--- src/rtl/keypad_pkg.sv ---
// keypad_pkg: FSM state encoding, key-code to (row, col) lookup and shared
// constants for the Pmod KYPD emulator, the keypad decoder and their benches.
package keypad_pkg;

  typedef enum logic [2:0] {
    ST_IDLE      = 3'd0,
    ST_PRESS_B   = 3'd1,
    ST_HOLD      = 3'd2,
    ST_RELEASE_B = 3'd3,
    ST_GAP       = 3'd4
  } emu_state_e;

  localparam logic [3:0] NO_KEY_ROWS = 4'b1111;

  // Rows: 1 2 3 A / 4 5 6 B / 7 8 9 C / 0 F E D
  function automatic logic [1:0] KEY_ROW(input logic [3:0] code);
    logic [1:0] r;
    case (code)
      4'h1, 4'h2, 4'h3, 4'hA: r = 2'd0;
      4'h4, 4'h5, 4'h6, 4'hB: r = 2'd1;
      4'h7, 4'h8, 4'h9, 4'hC: r = 2'd2;
      default:                r = 2'd3;
    endcase
    return r;
  endfunction

  function automatic logic [1:0] KEY_COL(input logic [3:0] code);
    logic [1:0] c;
    case (code)
      4'h1, 4'h4, 4'h7, 4'h0: c = 2'd0;
      4'h2, 4'h5, 4'h8, 4'hF: c = 2'd1;
      4'h3, 4'h6, 4'h9, 4'hE: c = 2'd2;
      default:                c = 2'd3;
    endcase
    return c;
  endfunction

  // Final count of an N-cycle phase; a zero length still occupies one cycle.
  function automatic int unsigned last_index(input int unsigned n);
    int unsigned v;
    if (n == 32'd0) begin
      v = 32'd0;
    end else begin
      v = n - 32'd1;
    end
    return v;
  endfunction

endpackage

--- src/rtl/keypad_emulator_emu_timer.sv ---
// emu_timer: loadable down-counter shared by every emulator phase. expired_o is
// high while the count rests at zero; expiring_o says it will be zero next cycle.
module emu_timer #(
  parameter int unsigned W = 8
) (
  input  logic         clk_i,
  input  logic         rst_i,
  input  logic         load_i,
  input  logic [W-1:0] load_val_i,
  output logic         expired_o,
  output logic         expiring_o
);

  logic [W-1:0] cnt_q, cnt_d;
  logic         expired_q;

  always_comb begin
    if (load_i) begin
      cnt_d = load_val_i;
    end else if (cnt_q != {W{1'b0}}) begin
      cnt_d = cnt_q - W'(1'b1);
    end else begin
      cnt_d = cnt_q;
    end
  end

  always_ff @(posedge clk_i) begin
    if (rst_i) begin
      cnt_q     <= {W{1'b0}};
      expired_q <= 1'b1;
    end else begin
      cnt_q     <= cnt_d;
      expired_q <= (cnt_d == {W{1'b0}});
    end
  end

  assign expired_o  = expired_q;
  assign expiring_o = (cnt_d == {W{1'b0}});

endmodule

--- src/rtl/keypad_emulator.sv ---
// keypad_emulator: keypad end of the Pmod KYPD column-scan interface; presses,
// holds and releases one commanded key. Contact bounce: define KEYPAD_EMU_BOUNCE_EN.
module keypad_emulator
  import keypad_pkg::*;
#(
  parameter int unsigned HOLD_CYCLES   = 400_000,
  parameter int unsigned GAP_CYCLES    = 5_000,
  parameter int unsigned BOUNCE_CYCLES = 20_000,
  parameter int unsigned BOUNCE_PERIOD = 1_000
) (
  input  logic       clk_100MHz,
  input  logic       reset,
  input  logic       cmd_valid,
  input  logic [3:0] cmd_key,
  output logic       cmd_ready,
  input  logic [3:0] col,
  output logic [3:0] row,
  output logic       contact,
  output logic       done
);

  localparam int unsigned MAX_HG = (HOLD_CYCLES > GAP_CYCLES) ? HOLD_CYCLES : GAP_CYCLES;
  localparam int unsigned MAX_BP = (BOUNCE_CYCLES > BOUNCE_PERIOD) ? BOUNCE_CYCLES : BOUNCE_PERIOD;
  localparam int unsigned MAX_N  = (MAX_HG > MAX_BP) ? MAX_HG : MAX_BP;
  localparam int unsigned CNT_W  = (MAX_N > 32'd1) ? $clog2(MAX_N) : 32'd1;

  localparam logic [CNT_W-1:0] HOLD_LAST = CNT_W'(last_index(HOLD_CYCLES));
  localparam logic [CNT_W-1:0] GAP_LAST  = CNT_W'(last_index(GAP_CYCLES));
`ifdef KEYPAD_EMU_BOUNCE_EN
  localparam logic [CNT_W-1:0] EDGE_LAST = CNT_W'(last_index(BOUNCE_CYCLES));
  localparam logic [CNT_W-1:0] PER_LAST  = CNT_W'(last_index(BOUNCE_PERIOD));
`else
  localparam logic [CNT_W-1:0] EDGE_LAST = {CNT_W{1'b0}};
`endif

  emu_state_e       state_q, state_d;
  logic [3:0]       key_q;
  logic [3:0]       col_q;
  logic [3:0]       row_q, row_d;
  logic             contact_q, contact_d;
  logic             ready_q, ready_d;
  logic             done_q, done_d;
  logic             accept_s;
  logic             tmr_load_s;
  logic [CNT_W-1:0] tmr_val_s;
  logic             tmr_expired_s, tmr_expiring_s;
  logic [1:0]       tgt_row_s, tgt_col_s;

  assign accept_s  = cmd_valid & ready_q;
  assign tgt_row_s = KEY_ROW(key_q);
  assign tgt_col_s = KEY_COL(key_q);

  always_ff @(posedge clk_100MHz) begin
    if (reset) begin
      state_q <= ST_IDLE;
      key_q   <= 4'h0;
    end else begin
      state_q <= state_d;
      if (accept_s) begin
        key_q <= cmd_key;
      end else begin
        key_q <= key_q;
      end
    end
  end

  always_comb begin
    state_d = state_q;
    case (state_q)
      ST_IDLE:      state_d = accept_s      ? ST_PRESS_B   : ST_IDLE;
      ST_PRESS_B:   state_d = tmr_expired_s ? ST_HOLD      : ST_PRESS_B;
      ST_HOLD:      state_d = tmr_expired_s ? ST_RELEASE_B : ST_HOLD;
      ST_RELEASE_B: state_d = tmr_expired_s ? ST_GAP       : ST_RELEASE_B;
      ST_GAP:       state_d = tmr_expired_s ? ST_IDLE      : ST_GAP;
      default:      state_d = ST_IDLE;
    endcase
  end

  // Each phase reloads the shared timer on entry with its own last count.
  assign tmr_load_s = (state_d != state_q);

  always_comb begin
    case (state_d)
      ST_PRESS_B, ST_RELEASE_B: tmr_val_s = EDGE_LAST;
      ST_HOLD:                  tmr_val_s = HOLD_LAST;
      ST_GAP:                   tmr_val_s = GAP_LAST;
      default:                  tmr_val_s = {CNT_W{1'b0}};
    endcase
  end

  emu_timer #(.W(CNT_W)) u_timer (
    .clk_i      (clk_100MHz),
    .rst_i      (reset),
    .load_i     (tmr_load_s),
    .load_val_i (tmr_val_s),
    .expired_o  (tmr_expired_s),
    .expiring_o (tmr_expiring_s)
  );

`ifdef KEYPAD_EMU_BOUNCE_EN
  logic [CNT_W-1:0] per_q, per_d;
  logic             per_wrap_s;

  assign per_wrap_s = (per_q == {CNT_W{1'b0}});

  always_comb begin
    if ((state_d != state_q) || per_wrap_s) begin
      per_d = PER_LAST;
    end else begin
      per_d = per_q - CNT_W'(1'b1);
    end
  end

  always_ff @(posedge clk_100MHz) begin
    if (reset) begin
      per_q <= {CNT_W{1'b0}};
    end else begin
      per_q <= per_d;
    end
  end
`endif

  // Outputs are decoded from the next state and registered below.
  always_comb begin
    contact_d = 1'b0;
    ready_d   = 1'b0;
    done_d    = 1'b0;
    case (state_d)
      ST_IDLE: ready_d = 1'b1;
`ifdef KEYPAD_EMU_BOUNCE_EN
      ST_PRESS_B: begin
        if (state_q != ST_PRESS_B) begin
          contact_d = 1'b1;
        end else if (per_wrap_s) begin
          contact_d = ~contact_q;
        end else begin
          contact_d = contact_q;
        end
      end
      ST_RELEASE_B: begin
        if (state_q != ST_RELEASE_B) begin
          contact_d = 1'b0;
        end else if (per_wrap_s) begin
          contact_d = ~contact_q;
        end else begin
          contact_d = contact_q;
        end
      end
`else
      ST_PRESS_B:   contact_d = 1'b1;
      ST_RELEASE_B: contact_d = 1'b0;
`endif
      ST_HOLD: contact_d = 1'b1;
      ST_GAP:  done_d    = tmr_expiring_s;
      default: contact_d = 1'b0;
    endcase
  end

  always_comb begin
    row_d            = NO_KEY_ROWS;
    row_d[tgt_row_s] = ~(contact_q & ~col_q[tgt_col_s]);
  end

  always_ff @(posedge clk_100MHz) begin
    if (reset) begin
      contact_q <= 1'b0;
      ready_q   <= 1'b0;
      done_q    <= 1'b0;
      col_q     <= 4'b1111;
      row_q     <= NO_KEY_ROWS;
    end else begin
      contact_q <= contact_d;
      ready_q   <= ready_d;
      done_q    <= done_d;
      col_q     <= col;
      row_q     <= row_d;
    end
  end

  assign cmd_ready = ready_q;
  assign contact   = contact_q;
  assign done      = done_q;
  assign row       = row_q;

endmodule

--- config.mk ---
export PLATFORM = sky130hd
export DESIGN_NAME = keypad_emulator
export DESIGN_NICKNAME = d
export VERILOG_FILES = /design/src/rtl/keypad_pkg.sv /design/src/rtl/keypad_emulator_emu_timer.sv /design/src/rtl/keypad_emulator.sv
export SDC_FILE = /design/constraint.sdc
export NUM_CORES = 1
export LEC_CHECK = 0
export BUFFER_PORTS_ARGS = -buffer_cell sky130_fd_sc_hd__buf_2
export CORE_MARGIN = 2
export CORE_UTILIZATION = 52
export DETAILED_ROUTE_END_ITERATION = 6
export PLACE_DENSITY = 0.75
export SETUP_SLACK_MARGIN = 0.2
export SYNTH_ARGS = -nofsm -noshare
export SYNTH_HDL_FRONTEND = slang
export SYNTH_SLANG_ARGS = --single-unit
--- constraint.sdc ---
create_clock -name clk_100MHz -period 2.1 [get_ports clk_100MHz]
set_input_delay 0.42 -clock clk_100MHz [delete_from_list [all_inputs] [get_ports clk_100MHz]]
set_output_delay 0.42 -clock clk_100MHz [all_outputs]
set_load 0.1 [all_outputs]
==> results of run 1 <==
## per-stage QoR
step / hold WS (ps) / cell area [um^2] / utilization
finish: 298 / 2850 / 0.772
global route: 298 / 2850 / 0.772
CTS: 302 / 2670 / 0.724
detailed placement: 396 / 2470 / 0.669
global placement: 384 / 2470 / 0.669
floorplan: 374 / 2040 / -
## cells in the final DEF, fill, tap and decap left out, types with 3 or more instances in the layout
cell type  synthesis  final
buf_4              0     47
dfxtp_1           42     38
nor2_1            33     30
buf_2              3     17
nand2_1           16     15
a21oi_1           15     12
nor3_1            14     10
o21ai_0           11      9
nand3_1            9      7
or2_2              5      5
nand2b_1           5      5
xor2_1             6      5
clkbuf_8           0      5
buf_6              0      5
mux2i_1            4      4
a211oi_1           4      4
nor3_4             0      4
xnor2_1            5      4
o31ai_1            5      4
inv_1              5      3
nand4_1            3      3
nor2b_1            3      3
a21oi_2            0      3
dfxtp_2            0      3
## worst paths after layout
check,depth (start not counted),slack [ps],end,startpoint
worst max register to register,9,-180,u_timer.expired_o,u_timer.cnt_q[1]
worst min register to register,1,410,row[2],tgt_row_s[1]
worst max-delay path,9,-180,u_timer.expired_o,u_timer.cnt_q[1]
worst min-delay path,2,300,col_q[0],col[0]
## kinds of logic after synthesis
logic type / count (synthesis)
muxes: 5
and+or+nand+nor: 107
DFF: 42
AOI/OAI and AO/OA: 57
buffers and inverters: 16
adders and majority gates: 2
xor gates and xnor gates: 11
## repair_timing
item	4_1_cts	5_1_grt
endpoints found under the setup margin	18	21
gates resized for setup	23	24
buffers inserted	3	6
pin swaps	14	21
hold endpoints to repair	0	0
## layout make-up
class | count | area [um^2]
tap | 48 | 60.1
clock buffer | 5 | 68.8
multi-input combinational | 182 | 1330
timing repair buffer | 69 | 494
clock inverter | 3 | 21.3
fill | 254 | 841
inverter | 5 | 21.3
sequential | 42 | 848
## sequential cells by signal, summed over array words and instances, names as in the netlist
register	count
u_timer.cnt_q	19
col_q	4
key_q	4
row	4
state_q	3
tgt_col_s	2
tgt_row_s	2
cmd_ready	1
contact	1
done	1
u_timer.expired_o	1
## layer usage
layer  vias to the layer above  track usage
li1                        993            -
met5                         -            0
met1                       988        0.351
met2                        98        0.440
met3                        22       0.0613
met4                         0        0.105
## worst max-delay path, cell delays in order (launching register included)
cell and delay [ps]:
dfxtp_2 330, buf_4 130, or4_4 540, buf_4 180, nor2_1 270, o31ai_4 150
xnor2_1 160, nand2_1 120, nand4_1 160, o21bai_1 170
==> impl_results.md, run 1 <==
- Met2 WL: around 3100 um
- Period utilization: 1.09
- Synth Register Bits: 42
- Antenna Nets Post-Route: 0
- PnR worst setup slack: -182 ps
- Synth Flop Type: dfxtp_1
- Compound-Gate Fraction of Synth Area: 0.190
- Synth warn: 0
- Initial Util: 0.547
- Setup crit end kind: flop
- Post-synth top area share: 0.417
- Critical Path AT: roughly 2500 ps
- Worst slew pin tran: approximately 950 ps
- Row count: 22
- Net count, final: between 300 and 400
- RSZ-0062 raised after global routing: true
- DP Cell Count: 337
- Max_cap viols: 0
- Area of the core: about 3700 um^2
- Number of global-route vias before repair: roughly 1900
- Post-Route WL: about 6500 um
- Post-Layout Cell Count: around 350
- Via count of the routed design: around 2100
- Final setup vio count: 3
- WL per Instance: about 18 um
- Iteration-0 DRC count of the detailed router: 156
- Worst Setup Start Kind: flop
- GPL Wtd Cong: ~0.90
- Mapped Area: 2020 um^2
- Buffers on Ports: 17
- Met3 WL: between 400 and 500 um
- Clk_skew: 6.66 ps
- Top-count cell post-synth: dfxtp_1
- Initial antenna violation count: 0
- Status: finished, violations left
- Largest family of logic cells by synthesized area: simple AND/OR/NAND/NOR gates
- Grt ovf: 0
- Clk sink count: 42
- Max Root-Sink Buffers: 2
- Final hold viol count: 0
- Clock latency on the worst-skew pair: 310 ps
- Post-DP HPWL: approximately 3800 um
- Number of remaining DRC errors: 0
- Root buf cell: clkbuf_8
- Cell taking the most area after synthesis: dfxtp_1
- # IOs: 18
- Number of synthesized flops with an enable pin: 0
- Hold Path Class: input port to flop
- Die area: between 4000 and 5000 um^2
- Cts hold-fix bufs: 0
- Global-route wire length before repair: between 8000 and 9000 um
- Synth area leaders: dfxtp_1, nor2_1, a21oi_1
- Die X-Extent: about 66 um
- Failing checks: setup timing
- Area share of fa/ha/maj cells after synthesis: 0.0124
- H-tree levels: 2
- CP max FO: 3
- Max Used Layer: met4
- Slew Limit Fails: 0
- Mux contribution to synthesized area: 0.0310
- Cell variety after synth: 49
- Largest net degree at the start of global routing: 16
- Slew margin rel.: 0.361
- Post-Synth Simple-Gate Area: 0.270
- Average size of a mapped cell: 8.41 um^2
- Seq/Total Area, Yosys: 0.417
- Drt pass-1 iters: 5
- GRT Total Usage: 0.272
- Synth cell count leaders: dfxtp_1, nor2_1, nand2_1, a21oi_1, nor3_1
- Clk pin slew, worst setup/hold paths: around 90 ps
- Crit Path Category: flop to flop
- Setup tns final: -380 ps
- Layout area overhead: 41.1%
- Crit path required time: roughly 2300 ps
- Asr flop ratio synth: 0
- Antenna diodes: 0
- CTS tree: built
- Min cycle time layout: approximately 2300 ps
- Synthesized instance count: 240
- Synth Net Count: about 250
- Die Ht: approximately 66 um
- Fmax: roughly 440 MHz
- Pre-CTS WS: -215 ps
- Number of CTS-inserted buffers: 5
- Via density: 5.94
- M1 WL: ~2600 um
- Layout cells sized above 1: 0.408
- Post-Synth XOR/XNOR Area: 0.0477
Power of run 1 is left out: the tool's default activity adds up to more than one toggle a clock period on the data nets, which glitch-free logic cannot reach.
==> run 2: changes to the inputs <==
Settings changed: ABC_AREA from default to 1, CORE_UTILIZATION 52 to 53.
==> run 2 against run 1 <==
The run now ends clean. Routed wire length decreased by 19%. First-iteration DRC count increased by 17%. Hold slack got worse by 6.9 ps. Final cell count increased by 16%. Critical path depth increased by 5. Setup slack improved by 440 ps. Register-to-register slack improved by 440 ps. Clock-buffer cell count unchanged. Sequential share of layout area increased by 2.6 points. Final area decreased by 6.9%. Critical path type unchanged.
==> impl_results.md, run 2 <==
- Status: complete, no violations
- Fmax: 542 MHz (+24%)
- # IOs: 18 (unchanged)
- Grt peak-use layer: met2
- Hold Path Class: input port to flop
- Seq/Total Area, Yosys: 0.381 (-0.0354)
- Antenna Nets Post-Route: 0 (unchanged)
- Number of CTS-inserted buffers: 5 (unchanged)
- Slew margin rel.: 0.671 (+0.310)
- Initial Util: 0.551 (+0.00430)
- Synth warn: 0 (unchanged)
- CP max FO: 4 (+1)
- Reg-to-reg slack, setup: 250 ps (+440 ps)
- Area of the core: 4000 um^2 (+8.4%)
- Clk sink count: 42 (unchanged)
- Most flops, register: u_timer.cnt_q
- GRT Total Usage: 0.242 (-0.0303)
- Period utilization: 0.879 (-0.208)
- Cell variety after synth: 31 (-37%)
- Worst Setup Start Kind: flop
- Grt ovf: 0 (unchanged)
- CP cell instances: nor2_2 > nand2_1 > nor2_4 > nand3_1 > nand2_1 > nand2_2 > nor2_1 > nand2_2 > nand2_1 > nor2_1 > nand2_1 > nor2_1 > nand3_1 > nor2_1
- Clock latency on the worst-skew pair: 300 ps (about the same)
- Setup crit end kind: flop
- CTS tree: built
- Cts hold-fix bufs: 0 (unchanged)
- GPL Wtd Cong: 0.867 (-3.5%)
- Critical-path top delay cell: dfxtp_1
- CP endpoint: done
- Met1 usage: 0.313 (-0.0381)
- Average size of a mapped cell: 6.64 um^2 (-21%)
- Iteration-0 DRC count of the detailed router: 183 (+17%)
- WL per Instance: 12.7 um (-30%)
- Buffers on Ports: 17 (unchanged)
- Via count of the routed design: 2164 (+3.0%)
- Number of synthesized flops with an enable pin: 0 (unchanged)
- Critical R2R Launch: u_timer.cnt_q[2]
- Synth cell count leaders: nor2_1, nand2_1, dfxtp_1, inv_1, nand3_1
- Initial antenna violation count: 0 (unchanged)
- Max reg flops: 19 (unchanged)
- Drt pass-1 iters: 4 (-1)
- Root buf cell: clkbuf_8
- Most frequent cells in the layout: nand2_1, nor2_1, inv_1
- Row count: 23 (+4.5%)
- Final hold viol count: 0 (unchanged)
- Met2 Use GR: 0.405 (-0.0350)
- Min cycle time layout: 1850 ps (-436 ps)
- Critical Path AT: 2030 ps (-490 ps)
- Layout area overhead: 20.1%
- Mapped Area: 2210 um^2 (+9.3%)
- Crit path required time: 2280 ps (-60 ps)
- Clk pin slew, worst setup/hold paths: 90 ps (about the same)
- Max Root-Sink Buffers: 2 (unchanged)
- Post-DP HPWL: 3790 um (-0.72%)
- H-tree levels: 2 (unchanged)
- Antenna diodes: 0 (unchanged)
- Max_cap viols: 0 (unchanged)
- Post-synth top area share: 0.381 (-0.0354)
- Layout cells sized above 1: 0.254 (-0.154)
- Synth area leaders: dfxtp_1, nor2_1, nand2_1
- Post-Route WL: 5240 um (-19%)
- Worst R2R End: done
- Number of remaining DRC errors: 0 (unchanged)
- Largest net degree at the start of global routing: 26 (+10)
- Die Ht: 68.5 um (+3.3%)
- Final setup vio count: 0 (-3)
- Number of global-route vias before repair: 1899 (+0.37%)
- Die area: 4690 um^2 (+6.8%)
- Synthesized instance count: 332 (+38%)
- Worst slew pin tran: 497 ps (-454 ps)
- Net count, final: 374 (+18%)
- Met3 Usage GRT: 0.0422 (-0.0191)
- Clk_skew: 9.69 ps (+3.02 ps)
- Synth Flop Type: dfxtp_1
- Most common cell after layout, fill and taps aside: nand2_1
- Die X-Extent: 68.5 um (+3.3%)
- Via density: 5.25 (-12%)
- CP startpoint: u_timer.cnt_q[2]
- Top-count cell post-synth: nor2_1
- Crit Path Category: flop to flop
- Reg2Reg Depth: 14 (+5)
- CP peak stage delay: 360 ps (-180 ps)
- Synth Register Bits: 42 (unchanged)
- Synth Net Count: 345 (+36%)
- Global-route wire length before repair: 8470 um (-5.5%)
- Asr flop ratio synth: 0 (unchanged)
- RSZ-0062 raised after global routing: true
- Cell taking the most area after synthesis: dfxtp_1
- Setup tns final: 0 ps (+380 ps)
- Slew Limit Fails: 0 (unchanged)
run 2: cell count changes in the layout (fill, tap and decap cells not counted), moves of 6 or more:
cell,change
nand2_2,+6
buf_4,-38
nor2_2,+10
nand2_1,+49
inv_1,+30
nor2_1,+30
dfxtp_1,-6
nand3_1,+14
a21oi_1,+7
nor3_1,-6
run 2: worst min-delay path by stage:
| stage | start | endpoint | slack (ps) | cells past startpoint |
|---|---|---|---|---|
| after global routing | col[1] | col_q[1] | 290 | 2 |
| after CTS | col[3] | col_q[3] | 290 | 2 |
| after global placement | tgt_row_s[0] | row[1] | 410 | 1 |
| after floorplan | tgt_row_s[0] | row[1] | 390 | 1 |
| after detailed placement | tgt_row_s[0] | row[1] | 410 | 1 |
| final | col[3] | col_q[3] | 290 | 2 |
run 2: kinds of logic (layout without fill, tap and decap cells):
group / after synthesis / in the layout / synth area share
fa+ha+maj: 2 / 2 / 0.0113
compound gates: 38 / 38 / 0.0942
flops: 42 / 42 / 0.381
simple gates: 199 / 200 / 0.402
xor+xnor: 8 / 8 / 0.0318
buf+inv: 43 / 72 / 0.0800
run 2: repair_timing:
action | 4_1_cts | 5_1_grt
setup endpoints to repair | 0 | 4
buffers inserted | 0 | 5
gates resized for setup | 0 | 47
run 2: layout make-up:
type	instances	area (um^2)
flip-flops and latches	42	858
multi-input cells	248	1320
clock inverters	3	25.0
clock buffers	5	68.8
fillers	344	1350
well taps	50	62.6
inverters	37	139
repair buffers	27	173
run 2: worst max-delay path: cells and delay by family, from the launching register on:
kind          cells  cell delay (ps)
flops             1              360
simple gates     14             1360
run 2: routing by layer:
layer	part of all wire	wire, um
met1	0.44	2290
met2	0.50	2640
met3	0.044	229
met4	0.014	74
met5	0	0
run 2: per-stage QoR:
step	util	hold WS [ps]	cell area, um^2	instances	worst slack (ps)
6_report	0.662	291	2650	412	255
5_1_grt	0.662	294	2650	412	103
4_1_cts	0.612	289	2450	406	219
3_5_place_dp	0.589	410	2350	398	182
3_3_place_gp	0.589	414	2350	398	182
2_1_floorplan	-	394	2210	332	207
Power of run 2 is left out for the same reason.
==> run 3: changes to the inputs <==
Settings changed: CELL_PAD_IN_SITES_DETAIL_PLACEMENT from default to 0, CELL_PAD_IN_SITES_GLOBAL_PLACEMENT from default to 1, CORE_UTILIZATION 53 to 38, PLACE_DENSITY 0.75 to default, PLACE_DENSITY_LB_ADDON from default to 0.1.
==> run 3 against run 2 <==
Sequential share of layout area is 1.9 points lower. Non-clock buffer count increased by 9. Maximum frequency is 1.6% higher. Critical path depth increased by 1. Final area grew 6.8%. Register-to-register slack better by 30 ps. Clock-buffer cell count unchanged. Die area increased by 37%. Clock skew fell by 4.5 ps. Global-route usage shrank 6.3 points. Final cell count grew 7.3%.
==> impl_results.md, run 3 (synthesis gave the netlist of run 2 again) <==
- Hold EP: col_q[0]
- Clk_skew: 5.21 ps (-4.47 ps)
- Cell Area, Placed: 2400 um^2 (+1.8%)
- PnR worst setup slack: 283 ps (+28.7 ps)
- GPL Wtd Cong: 0.853 (-1.6%)
- Critical Path AT: 2050 ps (+20 ps)
- Max Root-Sink Buffers: 2 (unchanged)
- CP max FO: 7 (+3)
- FF+latch area: 863 um^2 (+0.58%)
- Min cycle time layout: 1820 ps (-28.7 ps)
- Grt ovf: 0 (unchanged)
- Number of remaining DRC errors: 0 (unchanged)
- Status: complete, no violations
- Worst Setup Start Kind: flop
- Root buf cell: clkbuf_8
- DP Cell Count: 422 (+6.0%)
- Reg2Reg Depth: 15 (+1)
- Antenna Nets Post-Route: 0 (unchanged)
- RSZ-0062 raised after global routing: true
- Max reg flops: 19 (unchanged)
- Final instance area: 2830 um^2 (+6.8%)
- Final setup vio count: 0 (unchanged)
- CP cell instances: nand2_2 > nor3_4 > nor2_4 > nand2_4 > nand2_4 > nand2_2 > nor2_4 > buf_12 > nand2_2 > nand2_1 > nor2_1 > nand2_1 > nor2_1 > nand3_1 > nor2_1
- Hold path cells: 2 (unchanged)
- Reg-to-reg slack, setup: 280 ps (+30 ps)
- Most frequent cells in the layout: nand2_1, nor2_1, inv_1
- Crit path required time: 2330 ps (+50 ps)
- Die Ht: 80.2 um (+17%)
- Post-DP HPWL: 4220 um (+11%)
- Final hold viol count: 0 (unchanged)
- Clk sink count: 42 (unchanged)
- Worst slew pin tran: 490 ps (-6.88 ps)
- Worst R2R End: done
- Setup tns final: 0 ps (unchanged)
- Row count: 27 (+17%)
- Crit Path Category: flop to flop
- Drt pass-1 iters: 4 (unchanged)
- Fillers: 583 (+69%)
- Post-Layout Cell Count: 442 (+7.3%)
- Hold Crit Start: col[0]
- Most common cell after layout, fill and taps aside: nand2_1
- Period utilization: 0.865 (-0.0137)
- Net count, final: 382 (+2.1%)
- WL per Instance: 12.7 um (+0.26%)
- Critical-path top delay cell: dfxtp_4
- GRT Total Usage: 0.179 (-0.0632)
- Die X-Extent: 80.2 um (+17%)
- Layout cells sized above 1: 0.305 (+0.0513)
- Slew Limit Fails: 0 (unchanged)
- Most flops, register: u_timer.cnt_q
- CP startpoint: state_q[0]
- Setup crit end kind: flop
- Global-route wire length before repair: 8960 um (+5.7%)
- Clock latency on the worst-skew pair: 290 ps (about the same)
- Max_cap viols: 0 (unchanged)
- Post-Route WL: 5630 um (+7.6%)
- # IOs: 18 (unchanged)
- Fmax: 550 MHz (+1.6%)
- Die area: 6430 um^2 (+37%)
- Pre-CTS WS: 90.6 ps (-91.4 ps)
- Number of CTS-inserted buffers: 5 (unchanged)
- Via density: 4.93 (-6.2%)
- Hold Path Class: input port to flop
- Initial antenna violation count: 0 (unchanged)
- CTS tree: built
- Via count of the routed design: 2177 (+0.60%)
- Number of global-route vias before repair: 1985 (+4.5%)
- Footprint of the multi-input gates: 1380 um^2 (+4.3%)
- Iteration-0 DRC count of the detailed router: 71 (-61%)
- Antenna diodes: 0 (unchanged)
- CP peak stage delay: 390 ps (+30 ps)
- Slew margin rel.: 0.676 (+0.00455)
- H-tree levels: 2 (unchanged)
- Initial Util: 0.398 (-0.153)
- Clk pin slew, worst setup/hold paths: 80 ps (about the same)
- Largest net degree at the start of global routing: 21 (-19%)
- Critical R2R Launch: state_q[0]
- Buffers on Ports: 17 (unchanged)
- Layout area overhead: 28.4%
- Area of the core: 5540 um^2 (+39%)
-- run 3: cell count changes in the layout (fill, tap and decap cells not counted), moves of 2 or more --
cell / delta
nor2_1: -5
nand2_2: +2
buf_4: +8
nor2_4: +4
inv_2: -3
inv_4: +3
dfxtp_1: -2
nand2_1: -3
-- run 3: cell type report --
cell class                      instances  share of cell area
Multi-Input combinational cell        247               0.488
Tap cell                               72              0.0318
Timing Repair Buffer                   36              0.0910
Clock buffer                            5              0.0243
Clock inverter                          3             0.00840
Inverter                               37              0.0517
Sequential cell                        42               0.305
-- run 3: worst max-delay path: cells and delay by family (launching register included) --
family	cells	cell delay, ps
buffers and inverters	1	130
DFF	1	390
and+or+nand+nor	14	1220
-- run 3: how the worst max path moves through the flow --
stage	end	slack (ps)	cells past startpoint
after detailed placement	u_timer.expired_o	90	15
final	done	280	15
after global placement	done	90	13
after global routing	done	120	17
after CTS	done	210	12
after floorplan	tgt_col_s[1]	210	10
-- run 3: timing repair --
item | 4_1_cts | 5_1_grt
endpoints found under the hold margin | 0 | 0
pin swaps | 2 | 23
setup buffers | 3 | 8
setup endpoints to repair | 2 | 5
hold buffers | 0 | 0
gates resized for setup | 5 | 65
gates cloned | 0 | 1
-- run 3: metrics by stage --
step / hold WS [ps] / utilization
after floorplan: 394 / -
after global placement: 420 / 0.433
after detailed placement: 419 / 0.433
after CTS: 292 / 0.460
after global routing: 290 / 0.511
final: 301 / 0.511
-- run 3: routing by layer --
| layer | vias to the layer above | track usage | part of all wire |
|---|---|---|---|
| li1 | 1133 | - | - |
| met1 | 991 | 0.217 | 0.45 |
| met2 | 38 | 0.301 | 0.48 |
| met3 | 15 | 0.0382 | 0.035 |
| met4 | 0 | 0.0814 | 0.034 |
| met5 | - | 0 | 0 |
Power of run 3 is left out for the same reason.
